**src/rtl/bias_relu_stage_pkg.sv**
```systemverilog
// Shared Q-format widths, saturation limits and the FSM encoding for the
// bias + ReLU post-processing stage.
package bias_relu_stage_pkg;

   localparam int INTEGER_WIDTH  = 10;
   localparam int FRACTION_WIDTH = 10;
   localparam int W              = INTEGER_WIDTH + FRACTION_WIDTH;
   localparam int ADDR_W         = 10;

   localparam logic [W-1:0] Q_MAX = {1'b0, {(W-1){1'b1}}};
   localparam logic [W-1:0] Q_MIN = {1'b1, {(W-1){1'b0}}};

   typedef enum logic [1:0] {
      ST_IDLE   = 2'd0,
      ST_ISSUE  = 2'd1,
      ST_DRAIN  = 2'd2,
      ST_FINISH = 2'd3
   } state_e;

endpackage

```
**src/rtl/bias_relu_stage_sat.sv**
```systemverilog
// Combinational widen-add of two signed Q words, saturate back to W bits,
// then optionally clamp negatives to zero.
module fx_sat_add_relu
   import bias_relu_stage_pkg::*;
#(
   parameter int W          = bias_relu_stage_pkg::W,
   parameter bit APPLY_RELU = 1'b1
) (
   input  logic [W-1:0] a,
   input  logic [W-1:0] b,
   output logic [W-1:0] y
);

   localparam logic [W-1:0] SAT_MAX = {1'b0, {(W-1){1'b1}}};
   localparam logic [W-1:0] SAT_MIN = {1'b1, {(W-1){1'b0}}};

   logic [W:0]   sum;
   logic [W-1:0] sat;

   always_comb begin
      sum = {a[W-1], a} + {b[W-1], b};
      // Top two bits disagree only when the W-bit result overflowed.
      if (sum[W] != sum[W-1]) begin
         sat = sum[W] ? SAT_MIN : SAT_MAX;
      end else begin
         sat = sum[W-1:0];
      end
      y = sat;
      if (APPLY_RELU && sat[W-1]) begin
         y = '0;
      end
   end

endmodule

```
**src/rtl/bias_relu_stage.sv**
```systemverilog
// Reads every upstream result word plus its bias after upstream done rises,
// applies saturating bias-add and ReLU, and streams results one per cycle.
module bias_relu_stage
   import bias_relu_stage_pkg::*;
#(
   parameter int NUM_OUTPUTS    = 3,
   parameter int integer_width  = INTEGER_WIDTH,
   parameter int fraction_width = FRACTION_WIDTH,
   parameter int READ_LATENCY   = 3,
   parameter bit APPLY_RELU     = 1'b1,
   localparam int DW            = integer_width + fraction_width
) (
   input  logic              clk,
   input  logic              reset,
   input  logic              start,
   output logic [ADDR_W-1:0] mm_address,
   output logic              mm_enable,
   input  logic [DW-1:0]     mm_data,
   output logic [ADDR_W-1:0] bias_address,
   input  logic [DW-1:0]     bias_data,
   output logic              out_valid,
   output logic [DW-1:0]     out_data,
   output logic              busy,
   output logic              done,
   output logic [1:0]        dbg_state
);

   localparam logic [ADDR_W-1:0] LAST_ADDR = ADDR_W'(NUM_OUTPUTS - 1);

   state_e                  state_q, state_d;
   logic                    start_q, start_d;
   logic [ADDR_W-1:0]       cnt_q, cnt_d;
   logic [ADDR_W-1:0]       addr_q, addr_d;
   logic                    en_q, en_d;
   logic [READ_LATENCY-1:0] pipe_q, pipe_d;
   logic                    out_valid_q, out_valid_d;
   logic [DW-1:0]           out_data_q, out_data_d;
   logic [DW-1:0]           sat_y;
   logic                    launch;

   fx_sat_add_relu #(
      .W          (DW),
      .APPLY_RELU (APPLY_RELU)
   ) u_sat (
      .a (mm_data),
      .b (bias_data),
      .y (sat_y)
   );

   always_comb begin
      state_d     = state_q;
      start_d     = start;
      cnt_d       = cnt_q;
      addr_d      = addr_q;
      en_d        = 1'b0;
      launch      = start & ~start_q;

      case (state_q)
         ST_IDLE: begin
            if (launch) begin
               state_d = ST_ISSUE;
               cnt_d   = '0;
            end
         end
         ST_ISSUE: begin
            addr_d = cnt_q;
            en_d   = 1'b1;
            cnt_d  = cnt_q + 1'b1;
            if (cnt_q == LAST_ADDR) begin
               state_d = ST_DRAIN;
            end
         end
         ST_DRAIN: begin
            // Last read still in flight until both the enable and pipe clear.
            if (!en_q && (pipe_q == '0)) begin
               state_d = ST_FINISH;
            end
         end
         ST_FINISH: begin
            state_d = ST_IDLE;
         end
         default: begin
            state_d = ST_IDLE;
         end
      endcase

      // The pipe follows the registered enable so it lines up with the
      // cycle the address is actually presented to the memories.
      pipe_d[0] = en_q;
      for (int i = 1; i < READ_LATENCY; i++) begin
         pipe_d[i] = pipe_q[i-1];
      end

      out_valid_d = pipe_q[READ_LATENCY-1];
      out_data_d  = pipe_q[READ_LATENCY-1] ? sat_y : out_data_q;
   end

   always_ff @(posedge clk or negedge reset) begin
      if (!reset) begin
         state_q     <= ST_IDLE;
         start_q     <= 1'b0;
         cnt_q       <= '0;
         addr_q      <= '0;
         en_q        <= 1'b0;
         pipe_q      <= '0;
         out_valid_q <= 1'b0;
         out_data_q  <= '0;
      end else begin
         state_q     <= state_d;
         start_q     <= start_d;
         cnt_q       <= cnt_d;
         addr_q      <= addr_d;
         en_q        <= en_d;
         pipe_q      <= pipe_d;
         out_valid_q <= out_valid_d;
         out_data_q  <= out_data_d;
      end
   end

   assign mm_address   = addr_q;
   assign bias_address = addr_q;
   assign mm_enable    = en_q;
   assign out_valid    = out_valid_q;
   assign out_data     = out_data_q;
   assign busy         = (state_q != ST_IDLE);
   assign done         = (state_q == ST_FINISH);
   assign dbg_state    = state_q;

endmodule
```
**config.mk**
```make
export PLATFORM = sky130hd
export DESIGN_NAME = bias_relu_stage
export DESIGN_NICKNAME = d
export VERILOG_FILES = /design/src/rtl/bias_relu_stage_pkg.sv /design/src/rtl/bias_relu_stage_sat.sv /design/src/rtl/bias_relu_stage.sv
export SDC_FILE = /design/constraint.sdc
export NUM_CORES = 1
export LEC_CHECK = 0
export CORE_ASPECT_RATIO = 1.5
export CORE_MARGIN = 8
export CORE_UTILIZATION = 25
export CTS_CLUSTER_DIAMETER = 50
export DETAILED_ROUTE_END_ITERATION = 16
export SYNTH_ARGS = -nofsm -noshare
export SYNTH_HDL_FRONTEND = slang
export SYNTH_SLANG_ARGS = --single-unit
```
**constraint.sdc**
```tcl
create_clock -name clk -period 2.4 [get_ports clk]
set_clock_uncertainty 0.1 [all_clocks]
set_input_delay 0.36 -clock clk [delete_from_list [all_inputs] [get_ports clk]]
set_output_delay 0.36 -clock clk [all_outputs]
set_load 0.01 [all_outputs]
```
==> results of run 1 <==
kinds of logic (layout without fill, tap and decap cells):
kind of cell	Yosys count	count (layout)	synth area share
simple gates	87	87	0.1266
compound gates	85	85	0.2233
flops	47	47	0.3638
buf+inv	35	202	0.06153
fa+ha+maj	28	28	0.1107
xor+xnor	23	23	0.06811
mux	12	12	0.04489
other cells	1	1	0.001160
cell usage after synthesis, drive strengths merged, types with 2 or more instances:
library cell  count
dfrtp            47
nor2             32
ha               27
nand2            21
a311oi           19
buf              17
a21oi            16
o21ai            13
xor2             12
inv              11
xnor2            11
mux2             10
nand3             8
a21o              7
clkbuf            7
nand4             7
a31oi             6
o211ai            6
nand2b            5
nor3              4
a211oi            3
o21a              3
and3              2
mux2i             2
nor4              2
o31ai             2
or3               2
routing by layer:
metal	vias to the layer above	global-route usage	part of all wire
met5	-	0	0
li1	1490	-	-
met2	85	0.2293	0.55
met3	19	0.01988	0.050
met4	0	0.04453	0.027
met1	1454	0.1246	0.37
sequential cells by signal, indices dropped and copies added (netlist names):
signal / flops
cnt_q: 10
out_valid: 1
start_q: 1
mm_enable: 1
pipe_q: 3
out_data: 19
bias_address: 10
dbg_state: 2
worst max path at each step:
stage | slack, ns | to | start | cells past startpoint
floorplan | -0.08 | out_data[10]$_DFFE_PN0P_ | bias_data[13] | 10
global placement | -0.60 | out_data[0]$_DFFE_PN0P_ | mm_data[0] | 12
detailed placement | -0.63 | out_data[17]$_DFFE_PN0P_ | mm_data[0] | 12
CTS | 0.001 | out_data[0]$_DFFE_PN0P_ | bias_data[6] | 11
global route | -0.0005 | out_data[12]$_DFFE_PN0P_ | mm_data[8] | 12
finish | 0.09 | out_data[12]$_DFFE_PN0P_ | mm_data[0] | 13
repair_timing:
item                                    4_1_cts  5_1_grt
hold endpoints to repair                     21        0
cloned                                        4        1
resized for setup                           111       15
buffers inserted                             24        5
hold buffers                                  1        0
pin swaps                                    36       23
endpoints found under the setup margin       19       19
area by class of cell:
class | count | area share
multi-input combinational | 236 | 0.4038
timing repair buffer | 184 | 0.3135
sequential | 47 | 0.2131
tap | 159 | 0.03605
clock buffer | 6 | 0.02516
inverter | 11 | 0.007481
clock inverter | 1 | 0.0009068
power by group through the flow:
stage | registers [mW] | clock network (mW) | logic [mW]
3_5_place_dp | 1.31 | 0 | 2.22
2_1_floorplan | 1.36 | 0 | 1.12
5_1_grt | 1.33 | 0.731 | 2.78
4_1_cts | 1.30 | 0.700 | 2.58
3_3_place_gp | 1.30 | 0 | 2.16
6_report | 1.29 | 0.675 | 2.57
through the flow:
| stage | setup TNS, ns | setup slack (ns) | instance area, µm² | util |
|---|---|---|---|---|
| finish | 0 | 0.08902 | 5519 | 0.4303 |
| global route | -0.0005282 | -0.0005282 | 5519 | 0.4303 |
| CTS | 0 | 0.001006 | 5465 | 0.4261 |
| detailed placement | -11.79 | -0.6334 | 4700 | 0.3664 |
| global placement | -11.24 | -0.5969 | 4700 | 0.3664 |
| floorplan | -0.7922 | -0.07947 | 3292 | - |
worst max-delay path: cells and delay by family:
| kind | cells | cell delay, ns |
|---|---|---|
| AOI/OAI and AO/OA | 5 | 0.61 |
| adders and majority gates | 2 | 0.53 |
| buffers and inverters | 4 | 0.39 |
| muxes | 1 | 0.27 |
| and+or+nand+nor | 1 | 0.16 |
==> results_dict.tcl, run 1 <==
set metrics [dict create \
    p_switching_mw 1.637 \
    multi_input_area_mm2 0.002228 \
    combPwrFrac 0.567 \
    cpPeakStageDelay_ns 0.39 \
    clock_latency_ns 0.28 \
    power.internal_mw 2.894 \
    ys_seq_area_frac 0.3638 \
    numPortBuffers 87 \
    swShare 0.3613 \
    ys_ff_latch 47 \
    rrSetupSlack_ns 0.46 \
    drt-initial-drc-count 92 \
    start_kind "input port" \
    diodes 0 \
    drt-pass1-iter-count 4 \
    hold_depth 0 \
    critPathMaxFanout 5 \
    core_area_mm2 0.01283 \
    hpwl_mm 7.674 \
    synth.distinct_cells 55 \
    timing.fmax_ghz 0.4327 \
    antenna_found_initial 0 \
    finalMaxSlewViolations 0 \
    p_seq_frac 0.284 \
    cp.arrival_ns 2.34 \
    numClockSinks 47 \
    synthTopCellsByArea "dfrtp_1 36%, ha_1 10%, a311oi_2 5.1%" \
    hold_viol 0 \
    yosysTopAreaCell "dfrtp_1" \
    r2r_cells 7 \
    required_ns 2.43 \
    final_cell_mix "75 x buf_4, 50 x clkdlybuf4s50_1, 47 x dfrtp_1" \
    ys_warn_count 0 \
    path_cells "buf_6 > ha_4 > inv_2 > fa_2 > nand2b_4 > a21oi_4 > o21ai_4 > o211ai_4 > a2bb2oi_4 > mux2i_4 > buf_6 > buf_16 > a311oi_2" \
    fp.dieW_um 108.9 \
    grt_max_degree 42 \
    p_leak_nw 2.364 \
    viasPerCell 4.733 \
    drc 0 \
    finalNonFillerCells 644 \
    nets 556 \
    cpMaxStageDelayCell "fa_2" \
    vdd_drop_max_mv 0.3372 \
    grt_pass1_vias 3318 \
    cts_tree "built" \
    status "complete, no violations" \
    synth_cells 318 \
    clockPowerShare 0.149 \
    period_share 0.9629 \
    syn-num-nets 389 \
    synth_edf_count 0 \
    overflow 0 \
    r2r-end "cnt_q[9]$_DFFE_PN0P_" \
    synth_area_mm2 0.003233 \
    syn2layout_area_growth_pct 70.70 \
    die_y_um 155.3 \
    end_kind "flip-flop" \
    whs_endpoint "pipe_q[2]$_DFF_PN0_" \
    synth_top_area_share 0.3638 \
    slew_headroom 0.6347 \
    yosys_most_used_dff "dfrtp_1" \
    tightest_slew_ns 0.5479 \
    wl_per_cell_um 15.64 \
    clkTransAtPathRegs_ns 0.06 \
    ant_nets 0 \
    power_density_mw_per_mm2 821.0 \
    numCtsBuffers 5 \
    clockBufferDepth 2 \
    vias 3048 \
    dpl.cell_count 606 \
    avgSynthCellArea_um2 10.17 \
    hp-class "flip-flop to flip-flop" \
    num_io_pins 89 \
    ctsRootBufferMaster "clkbuf_16" \
    hold_ws_ns 0.2723 \
    place_congestion 0.8426 \
    drive_above_1_share 0.3711 \
    die_area_mm2 0.01690 \
    mostFrequentLayoutCell "buf_4" \
    path_common_cell "buf_6" \
    seqCellArea_mm2 0.001176 \
    hold_start "pipe_q[1]$_DFF_PN0_" \
    grtUsageTotal 0.1199 \
    setup_viol 0 \
    fill_cells 1222 \
    htree_levels 2 \
    start_util 0.2521 \
    rows 51 \
    drv_cap 0 \
    path_class "input port to flip-flop" \
    grt_first_pass_wirelength_mm 16.32 \
    power.total_mw 4.531 \
    fin_crit_ns 2.311 \
    async_flop_share 1.000 \
    routed_wl_mm 10.08 \
    r2r-start "dbg_state[0]$_DFFE_PN0P_" \
]
Note: power is estimated with default switching activity, not from simulation.
==> run 2, diff against run 1 <==
--- a/config.mk
+++ b/config.mk
@@ -6,7 +6,7 @@
 export NUM_CORES = 1
 export LEC_CHECK = 0
 export CORE_ASPECT_RATIO = 1.5
-export CORE_MARGIN = 8
+export CORE_MARGIN = 3
 export CORE_UTILIZATION = 25
 export CTS_CLUSTER_DIAMETER = 50
 export DETAILED_ROUTE_END_ITERATION = 16
==> constraint.sdc (replaced) <==
create_clock -name clk -period 2.4 [get_ports clk]
set_clock_uncertainty 0.1 [all_clocks]
set_input_delay 0.48 -clock clk [delete_from_list [all_inputs] [get_ports clk]]
set_output_delay 0.48 -clock clk [all_outputs]
set_load 0.01 [all_outputs]
==> results_dict.tcl, run 2 (same netlist as run 1, synthesis figures left out) <==
set metrics [dict create \
    r2r-start "cnt_q[3]$_DFFE_PN0P_" \
    hp-class "input port to asynchronous set/reset pin" \
    met3_usage 0.01635 \
    dpl.cell_count 605 \
    end_kind "flip-flop" \
    grt_max_degree 42 \
    place_ws_ns -0.8038 \
    die_y_um 145.3 \
    numClockSinks 47 \
    r2r-end "dbg_state[0]$_DFFE_PN0P_" \
    rrSetupSlack_ns 0.44 \
    drt-initial-drc-count 89 \
    clock_latency_ns 0.28 \
    wl_per_cell_um 14.94 \
    multi_input_area_mm2 0.002293 \
    slew_headroom 0.6251 \
    fill_cells 1174 \
    tightest_slew_ns 0.5624 \
    setup_viol 0 \
    critPathMaxFanout 5 \
    clockBufferDepth 2 \
    grt_pass1_vias 3229 \
    fin_crit_ns 2.363 \
    r2r_cells 6 \
    period_share 0.9846 \
    start_kind "input port" \
    core_area_mm2 0.01257 \
    path_class "input port to flip-flop" \
    cts_tree "built" \
    diodes 0 \
    finalMaxSlewViolations 0 \
    ctsRootBufferMaster "clkbuf_16" \
    start_util 0.2571 \
    num_io_pins 89 \
    drt-pass1-iter-count 4 \
    fp.dieW_um 98.85 \
    status "complete, no violations" \
    grtUsageTotal 0.1319 \
    nets 564 \
    clkTransAtPathRegs_ns 0.06 \
    cp.arrival_ns 2.39 \
    antenna_found_initial 0 \
    numPortBuffers 87 \
    required_ns 2.43 \
    p_leak_nw 2.426 \
    final.setup.worst_slack_ns 0.03696 \
    drc 0 \
    die_area_mm2 0.01436 \
    timing.fmax_ghz 0.4232 \
    power.total_mw 4.583 \
    vdd_drop_max_mv 0.3565 \
    grt_util_met1 0.1422 \
    hpwl_mm 7.092 \
    top_usage_layer "met2" \
    routed_wl_mm 9.710 \
    viasPerCell 4.786 \
    final_cell_mix "84 x buf_4, 47 x dfrtp_1, 47 x clkdlybuf4s50_1" \
    vias 3111 \
    finalNonFillerCells 650 \
    drive_above_1_share 0.4514 \
    numCtsBuffers 5 \
    seqCellArea_mm2 0.001176 \
    grt_first_pass_wirelength_mm 15.61 \
    rsz0062_at_grt "yes" \
    overflow 0 \
    power_density_mw_per_mm2 821.7 \
    ant_nets 0 \
    grt_use_met2 0.2594 \
    mostFrequentLayoutCell "buf_4" \
    rows 50 \
    htree_levels 2 \
    largest_register_ffs 19 \
    syn2layout_area_growth_pct 72.52 \
    drv_cap 0 \
    hold_viol 0 \
    place_congestion 0.8979 \
]
[run 2: how the worst max path moves through the flow]
stage,start,endpoint
3_3_place_gp,mm_data[0],out_data[16]$_DFFE_PN0P_
6_report,bias_data[13],out_data[4]$_DFFE_PN0P_
4_1_cts,mm_data[7],out_data[14]$_DFFE_PN0P_
5_1_grt,bias_data[13],out_data[4]$_DFFE_PN0P_
2_1_floorplan,bias_data[13],out_data[10]$_DFFE_PN0P_
3_5_place_dp,mm_data[0],out_data[16]$_DFFE_PN0P_
[run 2: layer usage]
layer	vias to the layer above	part of all wire
met2	97	0.57
met1	1485	0.36
met4	0	0.031
met5	-	0
li1	1506	-
met3	23	0.042
[run 2: final cells by class]
class                           count  area share
Clock buffer                        7     0.02737
Sequential cell                    47      0.2109
Clock inverter                      1    0.001346
Tap cell                          156     0.03499
Timing Repair Buffer              192      0.3069
Multi-Input combinational cell    236      0.4112
Inverter                           11    0.007402
[run 2: through the flow]
step | hold WS, ns | utilization | area, µm² | TNS (ns)
6_report | 0.09289 | 0.4436 | 5578 | 0
5_1_grt | 0.1280 | 0.4436 | 5578 | -0.2996
4_1_cts | 0.1077 | 0.4343 | 5461 | -0.4037
3_5_place_dp | 0.2653 | 0.3766 | 4736 | -15.00
3_3_place_gp | 0.2572 | 0.3766 | 4736 | -14.54
2_1_floorplan | 0.08441 | - | 3313 | -2.076
[run 2: timing repair]
item	in CTS	in global routing
hold buffers	0	0
pin swaps	21	42
resized for setup	105	74
setup buffers	27	8
cloned	3	2
setup endpoints to repair	19	19
[run 2: power by group]
group	internal, mW	switching (mW)
logic	1.42	1.18
registers	1.07	0.192
clock network	0.443	0.279
total	2.94	1.65
[run 2: worst max-delay path, stage by stage]
cell,delay [ns]
clkbuf_2,0.10
ha_4,0.27
a21o_1,0.17
nand3_2,0.08
and2_4,0.14
a311o_1,0.39
a2bb2oi_4,0.17
mux2i_4,0.27
buf_6,0.15
buf_8,0.12
a311oi_2,0.05
==> run 3, diff against run 2 <==
--- a/config.mk
+++ b/config.mk
@@ -10,6 +10,7 @@
 export CORE_UTILIZATION = 25
 export CTS_CLUSTER_DIAMETER = 50
 export DETAILED_ROUTE_END_ITERATION = 16
+export REMOVE_ABC_BUFFERS = 1
 export SYNTH_ARGS = -nofsm -noshare
 export SYNTH_HDL_FRONTEND = slang
 export SYNTH_SLANG_ARGS = --single-unit
==> results_dict.tcl, run 3 (same netlist as run 1, synthesis figures left out) <==
set metrics [dict create \
    drt-pass1-iter-count 4 \
    fin_crit_ns 2.355 \
    grt_max_degree 31 \
    clock_latency_ns 0.28 \
    path_class "input port to flip-flop" \
    hp-class "input port to asynchronous set/reset pin" \
    rows 50 \
    grt_pass1_vias 3272 \
    finalMaxSlewViolations 0 \
    dr.max_layer_used "met4" \
    overflow 0 \
    drive_above_1_share 0.4566 \
    hpwl_mm 6.656 \
    power.total_mw 4.646 \
    rrSetupSlack_ns 0.48 \
    drt-initial-drc-count 59 \
    drv_cap 0 \
    cts_tree "built" \
    hold_ws_ns 0.04628 \
    r2r-start "cnt_q[3]$_DFFE_PN0P_" \
    clockBufferDepth 2 \
    ant_nets 0 \
    dpl-instance-area_mm2 0.004644 \
    ctsHoldBuffers 0 \
    nets 565 \
    largest_register_ffs 19 \
    diodes 0 \
    r2r_cells 6 \
    drc 0 \
    crit_path_end "out_data[5]$_DFFE_PN0P_" \
    die_y_um 145.3 \
    htree_levels 2 \
    dpl.cell_count 603 \
    viasPerCell 4.759 \
    num_io_pins 89 \
    fin_area_mm2 0.005668 \
    final.setup.worst_slack_ns 0.04463 \
    core_area_mm2 0.01257 \
    vdd_drop_max_mv 0.3390 \
    r2r-end "dbg_state[0]$_DFFE_PN0P_" \
    period_share 0.9814 \
    grtUsageTotal 0.1352 \
    startpoint "bias_data[6]" \
    timing.fmax_ghz 0.4246 \
    syn2layout_area_growth_pct 75.31 \
    place_ws_ns -0.8326 \
    grt_first_pass_wirelength_mm 15.88 \
    routed_wl_mm 9.824 \
    rsz0062_at_grt "yes" \
    mostFrequentLayoutCell "buf_4" \
    wl_met2_mm 5.604 \
    place_congestion 0.8420 \
    numCtsBuffers 5 \
    wl_met1_mm 3.581 \
    numPortBuffers 87 \
    final_cell_mix "82 x buf_4, 47 x dfrtp_1, 46 x clkdlybuf4s50_1" \
    power_density_mw_per_mm2 819.8 \
    p_leak_nw 2.423 \
    die_area_mm2 0.01436 \
    fill_cells 1161 \
    critPathMaxFanout 5 \
    fp.dieW_um 98.85 \
    end_kind "flip-flop" \
    hold_viol 0 \
    wl_met3_um 363 \
    finalNonFillerCells 651 \
    status "complete, no violations" \
    antenna_found_initial 0 \
    numClockSinks 47 \
    ctsRootBufferMaster "clkbuf_16" \
    clkTransAtPathRegs_ns 0.06 \
    cp.arrival_ns 2.44 \
    wl_per_cell_um 15.09 \
    start_kind "input port" \
    setup_viol 0 \
    vias 3098 \
    start_util 0.2571 \
    required_ns 2.49 \
]
run 3: changes by cell type in the layout (fill, tap and decap cells not counted), moves of 3 or more:
cell,before,now
dlymetal6s2s_1,3,0
dlygate4sd2_1,8,12
buf_2,3,14
a21oi_1,10,5
clkbuf_2,19,4
a21oi_2,3,7
clkdlybuf4s15_2,0,4
buf_16,2,6
run 3: per-stage QoR:
step,setup TNS (ns),util
2_1_floorplan,-6.418,-
3_3_place_gp,-15.10,0.3694
3_5_place_dp,-15.62,0.3694
4_1_cts,-0.06766,0.4499
5_1_grt,-0.06408,0.4507
6_report,0,0.4507
run 3: how the worst min path moves through the flow:
stage / slack, ns / endpoint
after global routing: 0.08 / bias_address[7]$_DFFE_PN0P_
final: 0.05 / bias_address[7]$_DFFE_PN0P_
after detailed placement: 0.26 / pipe_q[2]$_DFF_PN0_
after global placement: 0.25 / pipe_q[1]$_DFF_PN0_
after CTS: 0.05 / bias_address[7]$_DFFE_PN0P_
after floorplan: 0.08 / bias_address[0]$_DFFE_PN0P_
run 3: area by class of cell:
cell class / count / area (µm²) / share of cell area
Multi-Input combinational cell: 236 / 2342 / 0.4132
Timing Repair Buffer: 193 / 1775 / 0.3132
Sequential cell: 47 / 1176 / 0.2075
Tap cell: 156 / 195.2 / 0.03444
Clock buffer: 7 / 132.6 / 0.02340
Inverter: 11 / 41.29 / 0.007285
Clock inverter: 1 / 5.005 / 0.0008830
run 3: power by group:
group | switching (mW) | total, mW | internal [mW]
registers | 0.267 | 1.34 | 1.07
logic | 1.16 | 2.65 | 1.49
clock network | 0.274 | 0.659 | 0.385
run 3: repair_timing:
action,4_1_cts,5_1_grt
gates resized for setup,189,17
gates cloned,6,0
setup buffers,33,4
pin swaps,53,27
setup endpoints to repair,19,18
run 3: worst max-delay path: stages:
cell and delay, ns:
buf_2 0.12, ha_4 0.24, buf_4 0.13, nor3_2 0.29, nor3_2 0.09, o21ai_2 0.07
o211ai_2 0.14, a2bb2oi_4 0.17, mux2i_4 0.19, buf_6 0.14, buf_8 0.13, a311oi_2 0.24
run 3: layer usage:
metal,vias up,global-route usage
met5,-,0
met4,0,0.05400
met3,20,0.01924
met2,85,0.2631
met1,1485,0.1402
li1,1508,-
